==> config.mk <==
export PLATFORM = sky130hd
export DESIGN_NAME = col_parity
export DESIGN_NICKNAME = d
export VERILOG_FILES = /design/src/rtl/col_parity_pkg.sv /design/src/rtl/col_parity_theta_mask_gen.sv /design/src/rtl/col_parity.sv
export SDC_FILE = /design/constraint.sdc
export NUM_CORES = 1
export LEC_CHECK = 0
export CAP_MARGIN = 5
export CORE_ASPECT_RATIO = 2
export CORE_UTILIZATION = 35
export CTS_CLUSTER_DIAMETER = 50
export CTS_CLUSTER_SIZE = 40
export DETAILED_ROUTE_END_ITERATION = 7
export PLACE_DENSITY = 0.56
export RECOVER_POWER = 50
export SETUP_SLACK_MARGIN = 0.2
export SYNTH_ARGS = -nofsm -noshare
export SYNTH_HDL_FRONTEND = slang
export SYNTH_SLANG_ARGS = --single-unit
==> constraint.sdc <==
create_clock -name clock -period 5.5 [get_ports clock]
set_clock_uncertainty 0.05 [all_clocks]
set_input_delay 0.825 -clock clock [delete_from_list [all_inputs] [get_ports clock]]
set_output_delay 0.825 -clock clock [all_outputs]
set_load 0.02 [all_outputs]
==> src/rtl/col_parity_pkg.sv <==
// ============================================================================
// col_parity_pkg
// Shared constants, FSM state type and bit-index helper for the Keccak
// theta engine (col_parity) and its mask generator.
// Revision: 1.0
// ============================================================================
`default_nettype none

package col_parity_pkg;

  localparam int SLICES    = 64;  // number of slice words in memory (power of two)
  localparam int ADR_W     = 6;   // log2(SLICES)
  localparam int LANE_BITS = 25;  // bits per slice word (5x5 plane)

  typedef enum logic [1:0] {
    IDLE   = 2'd0,
    PARITY = 2'd1,
    UPDATE = 2'd2,
    DONE   = 2'd3
  } state_t;

  // Position of lane bit (x,y) inside a slice word.
  function automatic int bit_idx(input int x, input int y);
    return x + 5 * y;
  endfunction

endpackage

`default_nettype wire

==> src/rtl/col_parity_theta_mask_gen.sv <==
// ============================================================================
// theta_mask_gen
// Combinational theta mask for one slice: D[x] = cur[x-1] ^ prev[x+1]
// (indices mod 5), replicated over all five rows y.
// Revision: 1.0
// ============================================================================
`default_nettype none

module theta_mask_gen
  import col_parity_pkg::*;
(
  input  logic [4:0]           cur_par,
  input  logic [4:0]           prev_par,
  output logic [0:LANE_BITS-1] mask
);

  for (genvar x = 0; x < 5; x++) begin : g_col
    for (genvar y = 0; y < 5; y++) begin : g_row
      localparam int IDX = bit_idx(x, y);
      assign mask[IDX] = cur_par[(x + 4) % 5] ^ prev_par[(x + 1) % 5];
    end
  end

endmodule

`default_nettype wire

==> src/rtl/col_parity.sv <==
// ============================================================================
// col_parity
// Keccak theta step over a slice-organised 64x25 state memory. Pass 1 reads
// every slice and records its five column parities; pass 2 rewrites every
// slice XORed with the theta mask, then done is raised until start drops.
// Optional build macro: COL_PARITY_STATUS_EN adds busy and phase outputs.
// Revision: 1.0
// ============================================================================
`default_nettype none

module col_parity
  import col_parity_pkg::*;
(
  input  logic                 clock,
  input  logic                 reset,
  input  logic                 start,
  input  logic [0:LANE_BITS-1] in,
  output logic                 done,
  output logic [ADR_W-1:0]     mem_adr,
  output logic [0:LANE_BITS-1] mem_in,
  output logic                 mem_r,
  output logic                 mem_w
`ifdef COL_PARITY_STATUS_EN
  ,
  output logic                 busy,
  output logic [1:0]           phase
`endif
);

  localparam logic [ADR_W-1:0] LAST_Z = ADR_W'(SLICES - 1);

  state_t           state;
  logic [ADR_W-1:0] z;
  logic [4:0]       par [SLICES];
  logic [4:0]       slice_par;
  logic [0:LANE_BITS-1] mask;
  logic             active;

  // Column parities of the word currently on the read port.
  always_comb begin
    slice_par = '0;
    for (int x = 0; x < 5; x++) begin
      for (int y = 0; y < 5; y++) begin
        slice_par[x] = slice_par[x] ^ in[bit_idx(x, y)];
      end
    end
  end

  // Sequencer: two sweeps of z, then hold done until start is released.
  always_ff @(posedge clock or negedge reset) begin
    if (!reset) begin
      state <= IDLE;
      z     <= '0;
      done  <= 1'b0;
    end else begin
      done <= (state == DONE);
      case (state)
        IDLE: begin
          if (start) begin
            state <= PARITY;
            z     <= '0;
          end
        end
        PARITY: begin
          z <= z + ADR_W'(1);
          if (z == LAST_Z) state <= UPDATE;
        end
        UPDATE: begin
          z <= z + ADR_W'(1);
          if (z == LAST_Z) state <= DONE;
        end
        DONE: begin
          if (!start) state <= IDLE;
        end
        default: state <= IDLE;
      endcase
    end
  end

  // Parity store, written once per slice during the first sweep.
  always_ff @(posedge clock or negedge reset) begin
    if (!reset) begin
      for (int i = 0; i < SLICES; i++) par[i] <= '0;
    end else if (state == PARITY) begin
      par[z] <= slice_par;
    end
  end

  // z-1 wraps naturally on the ADR_W-bit counter, so slice 0 pairs with 63.
  theta_mask_gen u_mask (
    .cur_par  (par[z]),
    .prev_par (par[z - ADR_W'(1)]),
    .mask     (mask)
  );

  assign active  = (state == PARITY) || (state == UPDATE);
  assign mem_r   = active;
  assign mem_w   = (state == UPDATE);
  assign mem_adr = active ? z : '0;
  assign mem_in  = (state == UPDATE) ? (in ^ mask) : '0;

`ifdef COL_PARITY_STATUS_EN
  assign busy  = active;
  assign phase = state;
`endif

endmodule

`default_nettype wire

==> results.txt <==
* Final cycle utilization of the critical path: 97.6%
- CTS saw 329 sinks.
- Violated checks: max-capacitance violations, max-slew violations
- The cell count after synthesis came out at 1734.
- Walking the worst path, the cells encountered are buf_16 > and3_1 > a22oi_1 > a41oi_1 > a221oi_1 > and3_2 > xnor3_1 > nor2b_1 > clkdlybuf4s50_1.
* Startpoint type of the worst setup path: flip-flop
- Counting I/O delays and the setup requirement, the final critical path takes 5.37 ns.
* Slew @ Worst Pin: 3.33 ns
* Gr usage total: 27.3%
* Final setup violation count: 0
* Part of the Yosys area used for sequential elements: 42.5%
* DIE AREA: 0.0563 sq mm
- Power spread over the standard cell area amounts to 314 mW/mm^2.
- Yosys mapped a number of flops with a built-in enable equal to 0.
- For this run, the detailed router's first-pass iteration total came to 6.
- After synthesis, the mean cell area works out to 11.2 sq um.
- Max transition margin: -122%
* Share of synthesized flip-flops with an asynchronous set or reset: 100%
* Wire length of the first global-routing pass: 111000 um
* Netlist area before placement: 0.0194 sq mm
- Flops & latches, synth: 329
- Input and output buffers added on the ports amount to 61.
- Critical path capture point type: primary output
- Pre-CTS setup slack: 0.329 ns
- HPWL after DPL: 52100 um
- Cells fill 41.0% of the core in the end.
- Aggregate routed wire length: 75800 um
- The filler cells instantiated in the layout total 5165.
* Kind of cell with the highest combined delay on the critical path: simple AND/OR/NAND/NOR gates
- The most used flip-flop cell after synthesis is sky130_fd_sc_hd__dfrtp_1.
* Yosys cell types: 82
- H-Tree Level Count: 1
- The via count of the first global-routing pass was 16200.
- The post-route netlist has 26.3% of its cells at a drive strength greater than 1.
- The max-slew violation count was 246.
- In this design, the stage delay of the slowest critical-path cell is 0.91 ns.
- Yosys printed 0 warnings.
- Once routing completed, OpenROAD measured the worst setup slack at 0.134 ns.
* Peak supply drop: 0.000204 V
- Worst path buffer plus inverter count: 2
- Clock-pin slew reported for the worst setup and hold paths after clock tree synthesis: 0.11 ns
* Synthesis-to-layout area growth: 15.4%
- Entering global routing, the biggest net connects 123 pins.
* Number of DRC violations after detailed routing: 0
- Leading cell type in the layout, fill and taps excluded: sky130_fd_sc_hd__dfrtp_1
* Via total after detailed routing: 15600
- Leakage: 9.19 nW
- Number of instances in the placed design: 2417
- Post-synthesis net count: 1768
- At the later pin of the worst-skew pair, clock insertion delay measures 0.59 ns.
* DRC marker count from the first detailed-route iteration: 1540
- The core region is 0.0545 sq mm.
- Arrival time of data at the critical path endpoint: 4.49 ns
- Dividing the detail-routed wire length by the instance count gives 30.5 um.
* Height of the chip: 335 um
- Hold repair after CTS inserted 0 buffers.
* Number of max-capacitance violations reported: 2
* Highest net fanout along the worst path: 29
- Unrepaired setup endpoints after global routing: no
* Status: finished, violations left
* Top library cells by usage in the layout, fill and taps aside: sky130_fd_sc_hd__dfrtp_1, sky130_fd_sc_hd__nand2_1, sky130_fd_sc_hd__mux2_2
- Clock buffers created by TritonCTS: 25
- CTS placed an instance of sky130_fd_sc_hd__clkbuf_16 at the clock tree root.
* Boundary pin count: 62
- The critical path is of the reg2out type.
- Overall overflow remaining after global route: 0
* Type of the tightest min-delay check: reg2reg
- TritonCTS clock tree: yes
- The initial antenna violation count is 2.
* Die width: 168 um
- Derived from the worst setup path, the maximum achievable clock frequency is 0.186 GHz.
- Setup total negative slack on the finished layout was measured at 0 ns.
- Post-DRT Antenna Nets: 0
* Maximum count of clock buffers along a single path: 3
* Required time worst endpoint: 4.62 ns
- The slowest stage of the critical path is the sky130_fd_sc_hd__and3_1 cell.
- The net count of the finished layout is 1821.
* Via density per instance: 6.30
- The final number of hold-violating endpoints came to 0.
* Global placement routability congestion: 1.04
* Post-Layout Cell Count: 2483
- Rows: 121
* Initial core utilization: 35.5%
## registers in the layout, summed over array words and instances (netlist names)
register / flops
par: 320
z: 6
state: 2
done: 1
## kinds of logic (layout without fill, tap and decap cells)
logic type	after synthesis	after routing	share of synthesized area, %
flip-flops	329	329	42.5
AO/OA/AOI/OAI	407	407	13.8
other	0	2	0
multiplexers	340	340	25.2
adder cells (fa/ha/maj)	6	6	0.388
XOR/XNOR	38	38	2.51
AND/OR/NAND/NOR	480	480	11.8
buffers and inverters	134	205	3.86
## Yosys cell counts (10+ instances only)
cell | n | area (sq um)
sky130_fd_sc_hd__dfrtp_1 | 329 | 8230
sky130_fd_sc_hd__nand2_1 | 262 | 983
sky130_fd_sc_hd__mux2_2 | 174 | 1960
sky130_fd_sc_hd__o21ai_0 | 171 | 856
sky130_fd_sc_hd__mux4_2 | 88 | 1980
sky130_fd_sc_hd__clkbuf_1 | 67 | 251
sky130_fd_sc_hd__a22oi_1 | 62 | 465
sky130_fd_sc_hd__mux2i_1 | 62 | 621
sky130_fd_sc_hd__a31oi_1 | 40 | 250
sky130_fd_sc_hd__nor2_1 | 40 | 150
sky130_fd_sc_hd__o22ai_1 | 30 | 188
sky130_fd_sc_hd__nand2b_1 | 28 | 175
sky130_fd_sc_hd__nand3_1 | 21 | 105
sky130_fd_sc_hd__a21oi_1 | 20 | 100
sky130_fd_sc_hd__nor2b_1 | 20 | 125
sky130_fd_sc_hd__nor4_1 | 20 | 125
sky130_fd_sc_hd__xnor2_1 | 20 | 175
sky130_fd_sc_hd__nor3_1 | 18 | 90.1
sky130_fd_sc_hd__buf_2 | 17 | 85.1
sky130_fd_sc_hd__o211ai_1 | 16 | 120
sky130_fd_sc_hd__buf_6 | 15 | 169
sky130_fd_sc_hd__nand4_1 | 14 | 87.6
sky130_fd_sc_hd__and2_1 | 13 | 81.3
sky130_fd_sc_hd__buf_4 | 13 | 97.6
sky130_fd_sc_hd__and3_1 | 11 | 68.8
sky130_fd_sc_hd__xnor3_1 | 10 | 225
## cell type report
| cell class | count | area [sq um] | share of cell area (%) |
|---|---|---|---|
| antenna | 2 | 5.00 | 0.0224 |
| inverter | 7 | 26.3 | 0.118 |
| multi-input combinational | 1271 | 10800 | 48.1 |
| clock buffer | 25 | 626 | 2.80 |
| tap | 676 | 846 | 3.79 |
| sequential | 329 | 8240 | 36.9 |
| clock inverter | 20 | 343 | 1.53 |
| timing repair buffer | 153 | 1500 | 6.72 |
## worst paths after layout
check | start | end | slack, ns | cells after the start
setup / recovery | z[1] | mem_in[15] | 0.13 | 9
hold / removal | par[256] | par[256] | 0.46 | 2
setup reg to reg | z[1] | par[81] | 1.69 | 5
hold reg to reg | par[256] | par[256] | 0.46 | 2
max in group asynchronous | reset | par[41] | 0.83 | 2
min in group asynchronous | reset | par[93] | 1.22 | 1
## stage by stage
step	total power [W]	cell area, sq um	hold slack (ns)
global placement	0.00470	20900	0.421
CTS	0.00695	21900	0.334
global route	0.00727	22300	0.487
floorplan	0.00410	19400	0.406
finish	0.00701	22300	0.458
detailed placement	0.00477	20900	0.441
## per-layer routing
| layer | track usage (%) | wire [um] | vias to the layer above |
|---|---|---|---|
| li1 | - | - | 6629 |
| met1 | 28.0 | 24600 | 7925 |
| met3 | 5.49 | 5190 | 310 |
| met2 | 47.3 | 38700 | 781 |
| met4 | 23.5 | 7330 | 0 |
| met5 | 0 | 0 | - |
## what timing repair did
| action | 4_1_cts | 5_1_grt |
|---|---|---|
| cloned | 0 | 2 |
| setup buffers | 4 | 13 |
| resized for setup | 21 | 48 |
| pin swaps | 1 | 3 |
| endpoints found under the setup margin | 25 | 25 |
## where the power goes
group	total (W)	leakage (nW)	switching, W	internal [W]
Clock	0.00219	0.468	0.00122	0.000976
Sequential	0.00329	3.80	0.000407	0.00288
Combinational	0.00153	4.93	0.000812	0.000717
## tightest hold or removal path: stages, from the launching register on
cell                      delay, ns
sky130_fd_sc_hd__dfrtp_1       0.37
sky130_fd_sc_hd__nand2_1       0.05
sky130_fd_sc_hd__o21ai_0       0.06
No activity file was read; power rests on OpenSTA's default activity.
